### src/rtl/button_bounce_emulator.sv
// -----------------------------------------------------------------------------
// button_bounce_emulator
//
// Purpose:
//   Contact-bounce source used to exercise a push-button debouncer without a
//   physical button. A clean level request (clean_in) is turned into a
//   chattering pb_out. On every level change pb_out first jumps to the new
//   level (first contact) and then toggles pseudo-randomly for BOUNCE_CYCLES
//   cycles. After that window it settles to the requested level. The chatter
//   pattern comes from a seedable 16-bit Galois LFSR, so every run is
//   repeatable.
//
// Parameters:
//   BOUNCE_CYCLES : bounce window length in in_clk cycles (2..65535)
//   HOLD_BITS     : LFSR field width selecting segment length (1..2^HOLD_BITS)
//   LFSR_SEED     : LFSR reset value (0 is replaced by 16'h0001)
//
// Ports:
//   in_clk       in   system clock, rising edge
//   rst          in   asynchronous active-high reset
//   clean_in     in   requested button level (synchronous to in_clk)
//   pb_out       out  bouncy level toward the debouncer (registered)
//   busy         out  high while the bounce window is active (registered)
//   settled      out  one-cycle pulse when pb_out reaches its final level
//   bounce_count out  [7:0] rule-(c) toggles since the last change, saturating
//                     (only when BOUNCE_COUNT_EN is defined)
//
// Configuration macro:
//   BOUNCE_COUNT_EN : adds the bounce_count output and its counter.
// -----------------------------------------------------------------------------
module button_bounce_emulator #(
  parameter int          BOUNCE_CYCLES = 64,
  parameter int          HOLD_BITS     = 3,
  parameter logic [15:0] LFSR_SEED     = 16'hACE1
) (
  input  logic       in_clk,
  input  logic       rst,
  input  logic       clean_in,
  output logic       pb_out,
  output logic       busy,
`ifdef BOUNCE_COUNT_EN
  output logic [7:0] bounce_count,
`endif
  output logic       settled
);

  // A zero seed would lock the LFSR at zero forever.
  localparam logic [15:0] SEED_EFF = (LFSR_SEED == 16'h0000) ? 16'h0001 : LFSR_SEED;
  localparam logic [15:0] WIN_LOAD = 16'(BOUNCE_CYCLES - 1);

  typedef enum logic [0:0] {
    IDLE   = 1'b0,
    BOUNCE = 1'b1
  } state_t;

  state_t                 state_r,   state_next;
  logic                   target_r,  target_next;
  logic                   pb_r,      pb_next;
  logic                   busy_r,    busy_next;
  logic                   settled_r, settled_next;
  logic [15:0]            window_r,  window_next;
  logic [HOLD_BITS-1:0]   seg_r,     seg_next;
  logic [15:0]            lfsr_r,    lfsr_next;
  logic                   change_s;
  logic                   toggle_s;
`ifdef BOUNCE_COUNT_EN
  logic [7:0]             cnt_r,     cnt_next;
`endif

  // Galois step, polynomial x^16+x^14+x^13+x^11+1.
  function automatic logic [15:0] lfsr_step(input logic [15:0] cur);
    logic [15:0] nxt;
    nxt = {1'b0, cur[15:1]};
    if (cur[0]) begin
      nxt = nxt ^ 16'hB400;
    end else begin
      nxt = nxt;
    end
    return nxt;
  endfunction

  assign change_s = (clean_in != target_r);

  // Next-state and next-output logic for the bounce FSM.
  always_comb begin
    state_next   = state_r;
    target_next  = target_r;
    pb_next      = pb_r;
    busy_next    = busy_r;
    settled_next = 1'b0;
    window_next  = window_r;
    seg_next     = seg_r;
    lfsr_next    = lfsr_step(lfsr_r);
    toggle_s     = 1'b0;

    case (state_r)
      IDLE: begin
        busy_next = 1'b0;
        if (change_s) begin
          target_next = clean_in;
          pb_next     = clean_in;
          window_next = WIN_LOAD;
          seg_next    = lfsr_r[HOLD_BITS-1:0];
          busy_next   = 1'b1;
          state_next  = BOUNCE;
        end else begin
          pb_next = target_r;
        end
      end
      BOUNCE: begin
        if (change_s) begin
          // Retrigger: the abandoned target never gets a settled pulse.
          target_next = clean_in;
          pb_next     = clean_in;
          window_next = WIN_LOAD;
          seg_next    = lfsr_r[HOLD_BITS-1:0];
          busy_next   = 1'b1;
        end else if (window_r == 16'd0) begin
          pb_next      = target_r;
          busy_next    = 1'b0;
          settled_next = 1'b1;
          state_next   = IDLE;
        end else begin
          window_next = window_r - 16'd1;
          if (seg_r == {HOLD_BITS{1'b0}}) begin
            pb_next  = ~pb_r;
            seg_next = lfsr_r[HOLD_BITS-1:0];
            toggle_s = 1'b1;
          end else begin
            seg_next = seg_r - {{(HOLD_BITS-1){1'b0}}, 1'b1};
          end
        end
      end
      default: begin
        state_next = IDLE;
        busy_next  = 1'b0;
        pb_next    = target_r;
      end
    endcase
  end

`ifdef BOUNCE_COUNT_EN
  // Saturating toggle counter, cleared on every change edge.
  always_comb begin
    cnt_next = cnt_r;
    if (change_s) begin
      cnt_next = 8'd0;
    end else if (toggle_s && (cnt_r != 8'hFF)) begin
      cnt_next = cnt_r + 8'd1;
    end else begin
      cnt_next = cnt_r;
    end
  end

  // Toggle counter register.
  always_ff @(posedge in_clk or posedge rst) begin
    if (rst) begin
      cnt_r <= 8'd0;
    end else begin
      cnt_r <= cnt_next;
    end
  end

  assign bounce_count = cnt_r;
`endif

  // State, output and LFSR registers.
  always_ff @(posedge in_clk or posedge rst) begin
    if (rst) begin
      state_r   <= IDLE;
      target_r  <= 1'b0;
      pb_r      <= 1'b0;
      busy_r    <= 1'b0;
      settled_r <= 1'b0;
      window_r  <= 16'd0;
      seg_r     <= {HOLD_BITS{1'b0}};
      lfsr_r    <= SEED_EFF;
    end else begin
      state_r   <= state_next;
      target_r  <= target_next;
      pb_r      <= pb_next;
      busy_r    <= busy_next;
      settled_r <= settled_next;
      window_r  <= window_next;
      seg_r     <= seg_next;
      lfsr_r    <= lfsr_next;
    end
  end

  assign pb_out  = pb_r;
  assign busy    = busy_r;
  assign settled = settled_r;

endmodule
### config.mk
export PLATFORM = sky130hd
export DESIGN_NAME = button_bounce_emulator
export DESIGN_NICKNAME = d
export VERILOG_FILES = /design/src/rtl/button_bounce_emulator.sv
export SDC_FILE = /design/constraint.sdc
export NUM_CORES = 1
export LEC_CHECK = 0
export ABC_CLOCK_PERIOD_IN_PS = 2020
export CAP_MARGIN = 10
export CELL_PAD_IN_SITES_DETAIL_PLACEMENT = 1
export CELL_PAD_IN_SITES_GLOBAL_PLACEMENT = 1
export CORE_AREA = 2 2 69 64
export CTS_CLUSTER_DIAMETER = 50
export DETAILED_ROUTE_END_ITERATION = 10
export DIE_AREA = 0 0 71 66
export PLACE_DENSITY_LB_ADDON = 0.1
export SETUP_SLACK_MARGIN = 0.02
export SLEW_MARGIN = 20
export SYNTH_ARGS = -nofsm -noshare
export SYNTH_HDL_FRONTEND = slang
export SYNTH_SLANG_ARGS = --single-unit
### constraint.sdc
create_clock -name in_clk -period 2.02 [get_ports in_clk]
set_input_delay 0.202 -clock in_clk [delete_from_list [all_inputs] [get_ports in_clk]]
set_output_delay 0.202 -clock in_clk [all_outputs]
set_load 0.02 [all_outputs]
==> results by group <==
Layout
  • Non-Filler Instances: 232
  • Sequential cell area: 1010 um2
  • Synthesis-to-layout area growth: 18.9%
  • Inserted Diodes: 0
  • Multi-input gate area: 788 um2
  • Layout cells sized above 1: 26.6%
  • NumNets Final: 191
  • # fillers: 433

Floorplanning
  • Die width: 71 um
  • Placeable Area: 3990 um2
  • Rows: 22
  • I/O pin count: 6
  • Chip height: 66 um
  • Initial core utilization: 46.0%
  • Die area: 4690 um2

Detailed routing
  • Final antenna-violating net count: 0
  • Remaining DRCs: 0
  • Drt initial violations: 39
  • Number of detailed-route iterations in the first pass: 4
  • WL final: 3600 um
  • WL/cell: 15.5 um
  • Routed vias/inst: 5.34
  • Vias post-DR: 1,239

Global route
  • Vias in the first global route: 1,327
  • Initial antenna violation count: 0
  • GRT Util Overall: 17.7%
  • GRT Max-Usage Layer: met2
  • Largest net degree at the start of global routing: 41
  • Met2 GRT Util: 28.5%
  • Routing usage on met1: 23.2%
  • M3 GR Usage: 5.03%
  • Wire length of the first global-routing pass: 6310 um
  • Total gr overflow: 0

Critical path
  • CP delay by family, top: simple AND/OR/NAND/NOR gates
  • Reg2reg start: window_r[6]
  • Slowest stage delay, CP: 0.59 ns
  • WP data arrival: 2.07 ns
  • Crit-path slowest cell: or4_4
  • Crit. End Element: flip-flop
  • Class of the most critical setup path: reg -> reg
  • R2R Setup Slk: 0.12 ns
  • Crit path cell chain: or4_4 > nor2_8 > o211ai_1 > o311ai_1 > o41ai_1
  • Worst EP required: 2.19 ns
  • FF-to-FF path depth: 5
  • Reg-to-reg endpoint: window_r[13]
  • Type of origin of the critical path: flip-flop
  • Worst Path Max Fanout: 7
  • WP buf/inv: 0

Synth
  • Mapped Avg Cell Area: 11.5 um2
  • Most common cell in the synthesized netlist: dfrtp_1
  • Area share of the largest cell type after synthesis: 43.6%
  • Synth area leaders: dfrtp_1 44%, dfstp_2 11%, xor2_1 5.2%, ha_1 3.4%, and2_1 3.1%
  • Post-synth EDFFs: 0
  • Most common library cells after synthesis: 32 x dfrtp_1, 15 x nand2_1, 11 x xor2_1
  • Synthesis-stage register bit count: 40
  • Post-Synth Adder-Cell Area: 3.41%
  • Leading area contributor after synthesis: dfrtp_1
  • Post-synthesis simple-gate area fraction: 22.6%
  • Post-synthesis mux area share: 0.545%
  • Area of the mapped netlist: 1840 um2
  • Compound-Gate Fraction of Synth Area: 8.52%
  • Largest family of logic cells by synthesized area: simple AND/OR/NAND/NOR gates
  • Number of cells produced by synthesis: 159
  • XOR/XNOR share of the synthesized area: 7.16%
  • YS warnings: 0
  • Share of the yosys chip area belonging to registers: 55.1%
  • Mapped Nets: 167
  • Asr flop ratio synth: 100%
  • Yosys cell types: 44
  • Main synth FF type: dfrtp_1

Timing
  • Final Setup Violations: 0
  • Final Hold Viols: 0
  • Max-slew violation count: 0
  • Worst-Margin Slew: 0.499 ns
  • Final period utilization: 94.3%
  • Setup TNS: 0 ns
  • Rel. slew slack: 66.7%
  • Worst Skew: 0.00874 ns
  • RSZ-0062 raised after global routing: true
  • FMAX: 525 MHz
  • Minimum clock period: 1.90 ns

Pwr
  • Sw Share: 27.8%
  • Switch Pwr: 0.000543 W
  • PwrDens: 895 nW/um2
  • Sequential fraction of design power: 45.9%
  • Internal power: 0.00141 W
  • Logic pwr share: 20.3%
  • Leak pwr: 1.01 nW
  • Peak supply drop: 538 uV
  • Power share of the clock group: 33.7%

Clocking
  • Clock root cell: clkbuf_8
  • Cts hold-fix bufs: 0
  • Total CTS buffers: 5
  • Clk_lat worst skew: 0.29 ns
  • Clock H-tree levels: 2
  • Clk pin slew, worst setup/hold paths: 0.08 ns
  • Clock sink total: 40
  • CTS tree: done
  • Clk buf depth: 2

Status
  • Status: complete, no violations

Place
  • Number of port buffers: 5
  • Placed Cells incl. Taps: 219
  • Routability Congestion: 0.792
  • Hpwl dp: 2460 um

Worst hold path
  • Hold WC Path Type: in -> async

Job
  • Max_cap viols: 0
-- per-layer routing --
metal / part of all wire [%] / wire (um)
met5: 0 / 0
met4: 0.64 / 23
met3: 2.9 / 104
met2: 49 / 1770
met1: 47 / 1710
-- how the worst max path moves through the flow --
stage	from	to	slack, ns	cells past startpoint
finish	window_r[6]	window_r[13]	0.12	5
global route	window_r[0]	window_r[8]	0.01	7
CTS	window_r[0]	window_r[8]	0.07	7
detailed placement	window_r[0]	window_r[8]	0.08	7
global placement	window_r[0]	window_r[8]	0.1	7
floorplan	window_r[0]	window_r[8]	0.22	7
-- sequential cells by signal (all words and copies together), names as in the netlist --
register,cells
lfsr_r,16
window_r,16
seg_r,3
busy,1
pb_out,1
settled,1
state_r,1
target_r,1
-- metrics by stage --
stage | utilization [%] | total power [W] | instance area [um2] | hold slack [ns] | setup slack [ns]
floorplan | - | 0.00117 | 1840 | 0.331 | 0.223
global placement | 50.5 | 0.00126 | 2020 | 0.336 | 0.0953
detailed placement | 50.5 | 0.00128 | 2020 | 0.336 | 0.0839
CTS | 53.4 | 0.00196 | 2130 | 0.340 | 0.0665
global route | 54.7 | 0.00207 | 2180 | 0.343 | 0.0135
finish | 54.7 | 0.00195 | 2180 | 0.318 | 0.116
-- final cells by class --
type	count	area share [%]
sequential	40	46.3
multi-input combinational	107	36.1
timing repair buffer	23	8.49
clock buffer	5	3.15
tap	48	2.75
clock inverter	3	2.12
inverter	6	1.03
-- worst min-delay path: stages --
cell             delay, ns
clkdlybuf4s50_1       0.39
inv_1                 0.05
buf_4                 0.42
-- timing repair --
action,in CTS,in global routing
gates resized for setup,1,4
setup buffers,0,5
endpoints found under the setup margin,1,16
pin swaps,0,4
gates cloned,0,0
-- placed cells by master (no fill, tap or decap), types with 6 or more instances in the layout --
cell type / synthesis / routed
and2_1: 9 / 9
buf_4: 1 / 18
dfrtp_1: 32 / 32
dfstp_2: 8 / 8
inv_1: 6 / 6
nand2_1: 15 / 14
nand3_1: 6 / 6
nor2_1: 9 / 9
xor2_1: 11 / 11
-- logic make-up (layout without fill, tap and decap cells) --
kind of cell               after synthesis  after routing
buffers and inverters                   12             37
muxes                                    1              1
AOI/OAI and AO/OA                       19             19
xor gates and xnor gates                15             15
adders and majority gates                5              5
and+or+nand+nor                         67             67
DFF                                     40             40
-- power by group through the flow --
| stage | clock, W | combinational, W | sequential, W |
|---|---|---|---|
| after floorplan | 0 | 0.000255 | 0.000916 |
| after global placement | 0 | 0.000352 | 0.000911 |
| after detailed placement | 0 | 0.000369 | 0.000913 |
| after CTS | 0.000682 | 0.000377 | 0.000898 |
| after global routing | 0.000724 | 0.000442 | 0.000907 |
| final | 0.000659 | 0.000397 | 0.000897 |
(Power assumes the default switching activity.)
